--- src/rtl/scmp_ifetch_if.sv ---
`default_nettype none
// +----------------------------------------------------------------------+
// | scmp_ifetch_if : byte read bus + instruction handoff of the fetch unit|
// | Rev 1.0                                                              |
// +----------------------------------------------------------------------+
interface scmp_ifetch_if;
  logic        mem_req;
  logic [15:0] mem_addr;
  logic [7:0]  mem_rdata;
  logic        mem_ack;
  logic        ins_valid;
  logic        ins_ready;
  logic [7:0]  ins_op;
  logic [7:0]  ins_disp;
  logic        ins_two;

  // master = fetch unit; slave = memory responder plus sequencer
  modport master (
    output mem_req, mem_addr,
    input  mem_rdata, mem_ack,
    output ins_valid, ins_op, ins_disp, ins_two,
    input  ins_ready
  );

  modport slave (
    input  mem_req, mem_addr,
    output mem_rdata, mem_ack,
    input  ins_valid, ins_op, ins_disp, ins_two,
    output ins_ready
  );
endinterface
`default_nettype wire

--- src/rtl/scmp_ifetch.sv ---
`default_nettype none
// +----------------------------------------------------------------------+
// | scmp_ifetch : SC/MP instruction fetch, pre-increment PC with 4K page |
// |               wrap, 1/2-byte fetch, valid/ready handoff to sequencer |
// | Rev 1.0                                                              |
// +----------------------------------------------------------------------+
module scmp_ifetch #(
  parameter logic [15:0] RESET_PC = 16'h0000
) (
  input  wire logic        clk,
  input  wire logic        rst_n,
  input  wire logic        fetch_en,
  input  wire logic        pc_load,
  input  wire logic [15:0] pc_load_val,
  output logic      [15:0] pc,
  scmp_ifetch_if.master    bus
);

  localparam logic [2:0] C_IDLE    = 3'd0;
  localparam logic [2:0] C_RD_OP   = 3'd1;
  localparam logic [2:0] C_RD_DISP = 3'd2;
  localparam logic [2:0] C_HOLD    = 3'd3;
  localparam logic [2:0] C_DRAIN   = 3'd4;

  logic [2:0]  r_state;
  logic [2:0]  w_state_nxt;
  logic [15:0] r_pc;
  logic [15:0] r_mem_addr;
  logic        r_mem_req;
  logic        r_ins_valid;
  logic [7:0]  r_ins_op;
  logic [7:0]  r_ins_disp;
  logic        r_ins_two;

  logic        w_mem_req_nxt;
  logic        w_ins_valid_nxt;
  logic        w_inc;
  logic        w_cap_op;
  logic        w_cap_disp;
  logic [15:0] w_pc_inc;

  // Increment carries only within the low 12 bits; the page nibble is fixed
  assign w_pc_inc = {r_pc[15:12], r_pc[11:0] + 12'd1};

  always_ff @(posedge clk or negedge rst_n) begin
    if (!rst_n) begin
      r_state     <= C_IDLE;
      r_mem_req   <= 1'b0;
      r_ins_valid <= 1'b0;
    end else begin
      r_state     <= w_state_nxt;
      r_mem_req   <= w_mem_req_nxt;
      r_ins_valid <= w_ins_valid_nxt;
    end
  end

  always_comb begin
    w_state_nxt = r_state;
    case (r_state)
      C_IDLE: begin
        if (!pc_load && fetch_en) w_state_nxt = C_RD_OP;
      end
      C_RD_OP: begin
        // A jump abandons the fetch but the bus cycle must still complete
        if (pc_load)           w_state_nxt = bus.mem_ack ? C_IDLE : C_DRAIN;
        else if (bus.mem_ack)  w_state_nxt = bus.mem_rdata[7] ? C_RD_DISP : C_HOLD;
      end
      C_RD_DISP: begin
        if (pc_load)           w_state_nxt = bus.mem_ack ? C_IDLE : C_DRAIN;
        else if (bus.mem_ack)  w_state_nxt = C_HOLD;
      end
      C_HOLD: begin
        if (bus.ins_ready) w_state_nxt = C_IDLE;
      end
      C_DRAIN: begin
        if (bus.mem_ack) w_state_nxt = C_IDLE;
      end
      default: w_state_nxt = C_IDLE;
    endcase
  end

  always_comb begin
    w_inc           = 1'b0;
    w_cap_op        = 1'b0;
    w_cap_disp      = 1'b0;
    w_mem_req_nxt   = (w_state_nxt == C_RD_OP) || (w_state_nxt == C_RD_DISP) ||
                      (w_state_nxt == C_DRAIN);
    w_ins_valid_nxt = (w_state_nxt == C_HOLD);
    case (r_state)
      C_IDLE:    w_inc = !pc_load && fetch_en;
      C_RD_OP: begin
        w_cap_op = !pc_load && bus.mem_ack;
        w_inc    = !pc_load && bus.mem_ack && bus.mem_rdata[7];
      end
      C_RD_DISP: w_cap_disp = !pc_load && bus.mem_ack;
      default:   w_inc = 1'b0;
    endcase
  end

  always_ff @(posedge clk or negedge rst_n) begin
    if (!rst_n) begin
      r_pc       <= RESET_PC;
      r_mem_addr <= RESET_PC;
      r_ins_op   <= 8'h00;
      r_ins_disp <= 8'h00;
      r_ins_two  <= 1'b0;
    end else begin
      if (pc_load)    r_pc <= pc_load_val;
      else if (w_inc) r_pc <= w_pc_inc;
      // mem_addr follows only issued requests, so a drained read keeps its address
      if (w_inc)      r_mem_addr <= w_pc_inc;
      if (w_cap_op) begin
        r_ins_op  <= bus.mem_rdata;
        r_ins_two <= bus.mem_rdata[7];
        if (!bus.mem_rdata[7]) r_ins_disp <= 8'h00;
      end
      if (w_cap_disp) r_ins_disp <= bus.mem_rdata;
    end
  end

  assign pc            = r_pc;
  assign bus.mem_req   = r_mem_req;
  assign bus.mem_addr  = r_mem_addr;
  assign bus.ins_valid = r_ins_valid;
  assign bus.ins_op    = r_ins_op;
  assign bus.ins_disp  = r_ins_disp;
  assign bus.ins_two   = r_ins_two;

endmodule
`default_nettype wire

--- src/flat_wrapper.sv ---
// flat-port wrapper written by rule: the top's interface ports become plain ports
module scmp_ifetch_flat 
#(
  parameter logic [15:0] RESET_PC = 16'h0000
)
  (clk, rst_n, fetch_en, pc_load, pc_load_val, pc, bus_mem_req, bus_mem_addr, bus_mem_rdata, bus_mem_ack, bus_ins_valid, bus_ins_op, bus_ins_disp, bus_ins_two, bus_ins_ready);
  scmp_ifetch_if bus_i ();
  input  wire logic clk;
  input  wire logic rst_n;
  input  wire logic fetch_en;
  input  wire logic pc_load;
  input  wire logic [15:0] pc_load_val;
  output logic      [15:0] pc;
  output wire logic [$bits(bus_i.mem_req)-1:0] bus_mem_req;
  output wire logic [$bits(bus_i.mem_addr)-1:0] bus_mem_addr;
  input wire logic [$bits(bus_i.mem_rdata)-1:0] bus_mem_rdata;
  input wire logic [$bits(bus_i.mem_ack)-1:0] bus_mem_ack;
  output wire logic [$bits(bus_i.ins_valid)-1:0] bus_ins_valid;
  output wire logic [$bits(bus_i.ins_op)-1:0] bus_ins_op;
  output wire logic [$bits(bus_i.ins_disp)-1:0] bus_ins_disp;
  output wire logic [$bits(bus_i.ins_two)-1:0] bus_ins_two;
  input wire logic [$bits(bus_i.ins_ready)-1:0] bus_ins_ready;
  assign bus_mem_req = bus_i.mem_req;
  assign bus_mem_addr = bus_i.mem_addr;
  assign bus_i.mem_rdata = bus_mem_rdata;
  assign bus_i.mem_ack = bus_mem_ack;
  assign bus_ins_valid = bus_i.ins_valid;
  assign bus_ins_op = bus_i.ins_op;
  assign bus_ins_disp = bus_i.ins_disp;
  assign bus_ins_two = bus_i.ins_two;
  assign bus_i.ins_ready = bus_ins_ready;
  scmp_ifetch #(.RESET_PC(RESET_PC)) u_core (.clk(clk), .rst_n(rst_n), .fetch_en(fetch_en), .pc_load(pc_load), .pc_load_val(pc_load_val), .pc(pc), .bus(bus_i));
endmodule
--- config.mk ---
export PLATFORM = sky130hd
export DESIGN_NAME = scmp_ifetch_flat
export DESIGN_NICKNAME = d
export VERILOG_FILES = /design/src/rtl/scmp_ifetch_if.sv /design/src/rtl/scmp_ifetch.sv /design/src/flat_wrapper.sv
export SDC_FILE = /design/constraint.sdc
export NUM_CORES = 1
export LEC_CHECK = 0
export CORE_MARGIN = 1.5
export CORE_UTILIZATION = 30
export CTS_CLUSTER_DIAMETER = 60
export CTS_CLUSTER_SIZE = 14
export DETAILED_ROUTE_END_ITERATION = 10
export PLACE_DENSITY = 0.56
export SETUP_SLACK_MARGIN = 0.2
export SKIP_CTS_REPAIR_TIMING = 1
export SLEW_MARGIN = 20
export SYNTH_ARGS = -nofsm -noshare
export SYNTH_HDL_FRONTEND = slang
export SYNTH_SLANG_ARGS = --single-unit
--- constraint.sdc ---
create_clock -name clk -period 1.89 [get_ports clk]
set_input_delay 0.189 -clock clk [delete_from_list [all_inputs] [get_ports clk]]
set_output_delay 0.189 -clock clk [all_outputs]
set_load 0.02 [all_outputs]
# Word level (Yosys, flattened, before mapping)
# Cells that the tools add are included.
# totals
ff_bits	54
input_bits	30
output_inout_bits	51
elab_cells	47
# op_classes
n_addsub	1
n_eq_ne	9
mux	18
reduce_logical	10
# ops
op	n
3-bit 2-to-1 mux	8
8-bit 2-to-1 mux	3
16-bit 2-to-1 mux	1
3-bit case mux with 5 select lines	1
12-bit by 1-bit adder with 12-bit output, second input constant	1
3-bit by 2-bit equality test with 1-bit output, second input constant	4
12-bit 2-to-1 mux	1
3-bit by 1-bit equality test with 1-bit output, second input constant	2
3-bit equality test, second input constant	2
2-bit nonzero test	2
1-bit logical AND	3
3-bit logical NOT	1
1-bit 2-to-1 mux	3
1-bit logical OR	2
2-bit by 1-bit != test with 1-bit output, second input constant	1
1-bit case mux with 2 select lines	1
2-bit AND reduction	1
1-bit logical NOT	1

# Longest topological paths before layout
# Gate-level depths: netlist of the first run.
# depth
depth_word	7
mapped_depth	7
mapped_depth_nobuf	5

# Least setup slack after synthesis of the first run
# OpenSTA, ideal clock, no wires.
# synth_timing
path_type	reg-to-reg
start	register u_core.r_pc[0], in the netlist u_core.pc[0]
end	register u_core.r_pc[8], in the netlist u_core.pc[8]
setup_ns	0.126
arrival_time_ns	1.558
required_time_ns	1.764
setup_slack_ns	0.206
path_stages_with_launch	6
n_path_buf	0
synth_period_minus_slack_ns	1.684
path_cell_list	dfrtp_1 ha_1 nand2_1 nor3_1 mux2i_1 a221o_1
# synth_between
elab_chain_len	3
# synth_lines
item	line	rtl
start, declared	scmp_ifetch.sv:27	logic [15:0] r_pc;
start signal, assigned	scmp_ifetch.sv:108	if (pc_load) r_pc <= pc_load_val;
start signal, assigned	scmp_ifetch.sv:109	else if (w_inc) r_pc <= w_pc_inc;
12-bit by 1-bit adder with 12-bit output	scmp_ifetch.sv:43	assign w_pc_inc = {r_pc[15:12], r_pc[11:0] + 12'd1};
12-bit 2-to-1 mux	scmp_ifetch.sv:109	
16-bit 2-to-1 mux	scmp_ifetch.sv:108	
# No other way between the ends. The select of a mux whose other input is x is not followed.
# A chain may end at the register's enable or synchronous reset.

# Worst setup path after layout of the first run
# layout_timing
start	register u_core.r_state[1]
end	register u_core.r_mem_req, in the netlist u_core.bus.mem_req
# layout_between
elab_chain_len	6
elab_cells_between_ends	18
cone_classes	eq/ne: 7; mux: 8; reduce/logical: 3
# layout_lines
item	line	rtl
start, declared	scmp_ifetch.sv:25	logic [2:0] r_state;
start signal, assigned	scmp_ifetch.sv:51	r_state <= w_state_nxt;
3-bit 2-to-1 mux, on equally long branches	scmp_ifetch.sv:70, scmp_ifetch.sv:66	
3-bit 2-to-1 mux, on equally long branches	scmp_ifetch.sv:69, scmp_ifetch.sv:65	
3-bit case mux with 5 select lines (*)	scmp_ifetch.sv:59	case (r_state)
3-bit by 1-bit equality test with 1-bit output / 3-bit by 2-bit equality test with 1-bit output (equally long branches)	scmp_ifetch.sv:86	w_mem_req_nxt = (w_state_nxt == C_RD_OP) || (w_state_nxt == C_RD_DISP) ||
1-bit logical OR	scmp_ifetch.sv:86	
1-bit logical OR (*)	scmp_ifetch.sv:86	
named net u_core.w_mem_req_nxt	scmp_ifetch.sv:35	logic w_mem_req_nxt;
end signal, assigned	scmp_ifetch.sv:52	r_mem_req <= w_mem_req_nxt;
end, declared	scmp_ifetch.sv:29	logic r_mem_req;
# Mark *: on every way through the listed nets, which the timed path passes. The rest lies on a longest branch.

==> results of run 1 <==
-- cells in the final DEF, fill, tap and decap left out, types with 3 or more instances in the layout --
master,synthesis,routed
dfrtp_1,53,51
nor4_1,3,3
dlymetal6s2s_1,0,6
a221o_1,10,10
mux2_1,9,9
nor2_1,8,8
o21ai_1,5,5
nand3b_1,4,4
a22o_1,7,7
clkdlybuf4s50_1,0,73
a21o_1,3,3
mux2i_1,10,10
o21ai_0,6,6
clkbuf_8,0,6
inv_1,6,6
nand2_1,16,16
a21oi_2,3,3
mux2_2,8,8
xnor2_1,9,9
buf_4,6,23
nor3b_1,5,5
-- flip-flops by register name (all words and copies together) (netlist names) --
name                  count
u_core.pc                16
u_core.bus.ins_two        1
u_core.bus.ins_disp       8
u_core.bus.mem_addr      16
u_core.bus.mem_req        1
u_core.bus.ins_op         7
u_core.bus.ins_valid      1
u_core.r_state            3
-- area by class of cell --
type                    count  area [sq um]
clock buffers               6          82.6
clock inverters             2          37.5
fillers                   793          4450
inverters                   6          22.5
multi-input cells         137          1120
flip-flops and latches     53          1330
well taps                 105           131
repair buffers            107          1040
-- layer usage --
| layer | routed length [um] | GRT usage (%) | vias up |
|---|---|---|---|
| met5 | 0 | 0 | - |
| met4 | 41 | 4.10 | 0 |
| met3 | 282 | 2.95 | 2 |
| met2 | 2650 | 20.6 | 47 |
| met1 | 2800 | 17.7 | 929 |
| li1 | - | - | 956 |
-- power by group through the flow --
stage          combinational (uW)  sequential, uW  clock [uW]
2_1_floorplan                 830            2270           0
3_3_place_gp                 2320            1850           0
3_5_place_dp                 2340            1850           0
4_1_cts                      2350            1830         850
5_1_grt                      2550            1880         894
6_report                     2390            1820         827
-- kinds of logic after synthesis --
kind of cell / after synthesis / synth area share [%]
DFF: 53 / 52.1
AOI/OAI and AO/OA: 42 / 13.0
xor gates and xnor gates: 10 / 3.44
muxes: 28 / 12.1
and+or+nand+nor: 56 / 13.7
buffers and inverters: 23 / 5.16
adders and majority gates: 1 / 0.492
-- per-stage QoR --
step	std cells	setup WS, ns	area (sq um)	power (uW)	utilization [%]
after floorplan	213	0.206	2540	3100	-
after global placement	401	0.0321	3540	4170	43.1
after detailed placement	401	-0.00134	3540	4190	43.1
after CTS	409	0.161	3660	5030	44.6
after global routing	416	0.153	3760	5330	45.8
final	416	0.246	3760	5030	45.8
-- final timing paths --
kind	slack, ns	startpoint	to	cells past startpoint
min in group clk	0.49	u_core.bus.mem_addr[6]$_DFFE_PN0P_	u_core.bus.mem_addr[6]$_DFFE_PN0P_	2
max	0.25	u_core.r_state[1]$_DFF_PN0_	u_core.bus.mem_req$_DFF_PN0_	4
min reg2reg	0.49	u_core.bus.mem_addr[6]$_DFFE_PN0P_	u_core.bus.mem_addr[6]$_DFFE_PN0P_	2
max reg2reg	0.25	u_core.r_state[1]$_DFF_PN0_	u_core.bus.mem_req$_DFF_PN0_	4
max in group asynchronous	0.90	rst_n	u_core.r_state[0]$_DFF_PN0_	3
min	0.41	rst_n	u_core.bus.ins_op[0]$_DFFE_PN0P_	2
-- critical path, delay by kind of cell (launching register included) --
family | cells | cell delay (ns)
muxes | 1 | 0.30
and+or+nand+nor | 1 | 0.55
AOI/OAI and AO/OA | 2 | 0.20
DFF | 1 | 0.49
==> metrics, run 1 <==
synthesis-to-finish area growth 48.0%; Final Hold Fails 0; top cells by count, synth dfrtp_1 (53), nand2_1 (16), a221o_1 (10), mux2i_1 (10); final setup fails 0; # IOs 81; drt via density 4.65; FP Rows 33; VDD IR max 0.000711 V; DR vias 1934; Worst Tran Pin Value 0.596 ns; Yosys cell types 45; count leader, synth dfrtp_1; Pre-antenna DRT Iters 4; Yosys top cell area share 52.1%; post-synthesis net count 244; vias in the first global route 1823; Die H 95.1 um; Clk network pwr share 16.4%; crit-path cells or4b_4 -> a21oi_2 -> a21oi_2 -> mux2_4; cell area after synthesis 0.00254 sq mm; status completed; skew final 0.00859 ns; Gate Count Post-Synth 213; clock sinks 53; CP required 2.09 ns; CP Max Fanout 8; Comb power frac 47.4%; Int Pwr 3230 uW; Avg Inst Size Synth 11.9 sq um; H-tree depth 2; maximum root-to-sink buffer count 2; CP endpoint kind flip-flop; Cell Pwr Density 1340 mW/mm^2; P_leak 0.00168 uW; CTS buffer count 5; Most common cell on crit path a21oi_2; fraction of layout cells with a size suffix above 1 19.6%; CP Class flip-flop to flip-flop; CTS tree built; Core Region 0.00822 sq mm; first-pass GRT wire length 9110 um; max cap viols 0; Die Span X 95.1 um; yosys warns 0; Min Hold Slack 0.407 ns; GR Overflow Total 0; first-iteration detailed-routing DRC count 41; Slowest-stage cell, CP or4b_4; drt total wl 5770 um; WL per Instance 13.9 um; DRC Markers 0; sequential share of power 36.2%; Starting Density 31.0%; initial antenna violation count 0; Synth async-reset ratio 100%; switching share of power 35.8%; synth top area cells dfrtp_1 (52%), mux2_1 (4.0%), a221o_1 (3.9%), mux2i_1 (3.9%), mux2_2 (3.5%); Slew Limit Fails 0; relative slew slack 60.3%; GRT Util Overall 13.0%; post-DP HPWL 4230 um; Period minus WS final 1.64 ns; clk_lat worst skew 0.31 ns; Yosys top cell by area dfrtp_1; highest cell delay on the worst timing path 0.55 ns; FMAX 608 MHz; register bit total from synthesis 53; remaining antenna violation count 0; nets 341; nature of the critical path startpoint flip-flop; number of synthesized flops with an enable pin 0; sequential area share after synthesis 52.1%; hold crit path type primary input to asynchronous set/reset pin; Port Buffers 80; RSZ-0062 raised after global routing yes; CP arrival 1.84 ns; net switching power 1800 uW; # diodes 0; Final period util 87.0%; clock root buffer clkbuf_8; largest net degree at the start of global routing 28; DIE AREA 0.00904 sq mm; RD Place Congestion 0.736; Setup Total Neg Slack 0 ns; Main synth FF type dfrtp_1; CTS clk-pin slew, worst paths 0.11 ns
Note: power is estimated with default switching activity, not from simulation.
==> inputs of run 2 (changes only) <==
--- a/config.mk
+++ b/config.mk
@@ -7,6 +7,7 @@
 export LEC_CHECK = 0
 export CORE_MARGIN = 1.5
 export CORE_UTILIZATION = 30
+export CTS_BUF_LIST = sky130_fd_sc_hd__clkbuf_8
 export CTS_CLUSTER_DIAMETER = 60
 export CTS_CLUSTER_SIZE = 14
 export DETAILED_ROUTE_END_ITERATION = 10
==> results of run 2 <==
No change in the layout: final DEF, timing and power equal those of run 1.
==> RTL change (settings of run 2) <==
Make the reset (`rst_n`) synchronous in 2 clocked blocks.
--- a/src/rtl/scmp_ifetch.sv
+++ b/src/rtl/scmp_ifetch.sv
@@ -43,5 +43,5 @@
   assign w_pc_inc = {r_pc[15:12], r_pc[11:0] + 12'd1};
 
-  always_ff @(posedge clk or negedge rst_n) begin
+  always_ff @(posedge clk) begin
     if (!rst_n) begin
       r_state     <= C_IDLE;
@@ -98,5 +98,5 @@
   end
 
-  always_ff @(posedge clk or negedge rst_n) begin
+  always_ff @(posedge clk) begin
     if (!rst_n) begin
       r_pc       <= RESET_PC;
Behaviour: differs if rst_n is asserted again (counterexample within 4 cycles, from zero or initial values and one cycle with rst_n low); with rst_n held inactive, the same outputs for 10 cycles.
==> RTL change against run 2 <==
Worst setup slack better by 0.035 ns; synthesized area fell by 6.0%; cell area down 6.1%; clock skew decreased by 0.0037 ns; die area down 5.8%; routed wire length grew 13%; sequential cell count unchanged.
Power is not compared: it rests on default switching activity, and its combinational part moved more than twofold at a synthesized area within 25%.
==> RTL change: results (changes against run 2) <==
| Metric | Value |
|---|---|
| Status | `complete, no violations` |
| Root Buffer | `clkbuf_8` |
| R2r setup slk | `0.32 ns (+0.07 ns)` |
| CP max-delay cell | `clkdlybuf4s50_1` |
| Register area share after synthesis | `0.444 (-0.0777)` |
| Critical path launch point | `u_core.pc[4]$_SDFFE_PN0P_` |
| Gpl congestion | `0.801 (+8.7%)` |
| Met1 WL | `3220 microns (+15%)` |
| Crit path max-delay family | `buffers and inverters` |
| Min-Delay Path Class | `in -> reg` |
| Largest net degree at the start of global routing | `48 (+71%)` |
| First-pass GRT wire length | `10400 microns (+15%)` |
| Crit-path max cell delay | `0.65 ns (+0.10 ns)` |
| WL per Instance | `14.0 microns (+1.3%)` |
| Synth Net Count | `309 (+27%)` |
| Cell variety after synth | `53 (+18%)` |
| Vias in the first global route | `2045 (+12%)` |
| Met3 wire length | `281 microns (-0.35%)` |
| Fin Hold WS | `0.441 ns (+0.0348 ns)` |
| M3 GR Usage | `0.0274 (-0.00214)` |
| Placement Cell Area | `3350 sq um (-5.6%)` |
| Post-Synthesis Cells | `278 (+31%)` |
| Critical Path Fanout Max | `6 (-2)` |
| Fraction of layout cells with a size suffix above 1 | `0.132 (-0.0639)` |
| Placed insts | `457 (+14%)` |
| GR Layer Usage met2 | `0.239 (+0.0326)` |
| Worst-Skew Late Latency | `0.31 ns (about the same)` |
| Top post-synthesis cells by area | `dfxtp_1, nand2_1, a21oi_1` |
| Post-synth top cells | `dfxtp_1, nand2_1, a21oi_1` |
| DP HPWL | `4630 microns (+9.4%)` |
| Main synth FF type | `dfxtp_1` |
| Critical R2R Launch | `u_core.pc[0]$_SDFFE_PN0P_` |
| Finished Layout Cells | `465 (+12%)` |
| Drt via density | `4.77 (+2.6%)` |
| Nets | `393 (+15%)` |
| YS warnings | `0 (unchanged)` |
| P_clk | `about 940 uW` |
| Setup Skew | `0.00488 ns (-0.00370 ns)` |
| Worst Path Arrival | `1.42 ns (-0.42 ns)` |
| DRT iter0 DRCs | `99 (+140%)` |
| Slew HR | `0.736 (+0.134)` |
| Gr usage total | `0.155 (+0.0241)` |
| M1 GR Usage | `0.218 (+0.0415)` |
| Clk pin slew, worst setup/hold paths | `~0.10 ns` |
| Met2 wire length | `2950 microns (+11%)` |
| Fraction of registers with async set/reset | `0 (-1.00)` |
-- RTL change: cell count changes after synthesis, sizes merged, moves of 18 or more --
| cell | before | now |
|---|---|---|
| nand2 | 16 | 47 |
| dfrtp | 53 | 0 |
| dfxtp | 0 | 53 |
| a21oi | 3 | 32 |
| nor2 | 8 | 26 |
| mux2 | 18 | 0 |
-- RTL change: path summary, 6_finish.rpt --
path                                                            end  cells after the start
worst max-delay path                                          pc[4]                      1
worst min register to register  u_core.bus.mem_addr[7]$_SDFFE_PN0P_                      2
worst max register to register           u_core.pc[10]$_SDFFE_PN0P_                      6
worst min-delay path                      u_core.pc[0]$_SDFFE_PN0P_                      3
-- RTL change: cells by family (layout without fill, tap and decap cells) --
family | after synthesis | count (layout) | synth area share
AO/OA/AOI/OAI | 74 | 74 | 0.199
XOR/XNOR | 11 | 11 | 0.0403
adder cells (fa/ha/maj) | 1 | 1 | 0.00523
buffers and inverters | 24 | 109 | 0.0544
flip-flops | 53 | 53 | 0.444
multiplexers | 5 | 5 | 0.0209
AND/OR/NAND/NOR | 110 | 110 | 0.236
-- RTL change: stage by stage --
| stage | utilization | setup WS, ns |
|---|---|---|
| 3_3_place_gp | 0.433 | 0.0497 |
| 3_5_place_dp | 0.433 | 0.00278 |
| 5_1_grt | 0.458 | 0.202 |
| 6_report | 0.458 | 0.281 |
| 4_1_cts | 0.451 | 0.172 |
| 2_1_floorplan | - | 0.210 |
-- RTL change: tightest hold or removal path: cells and delay by family --
kind	cells	cell delay [ns]
and+or+nand+nor	1	0.08
AOI/OAI and AO/OA	1	0.05
buffers and inverters	1	0.40
-- RTL change: final cells by class --
type	instances	area, sq um
clock buffers	5	68.8
repair buffers	97	943
flip-flops and latches	53	1070
multi-input cells	201	1240
well taps	102	128
clock inverters	3	68.8
fillers	775	4190
inverters	4	15.0
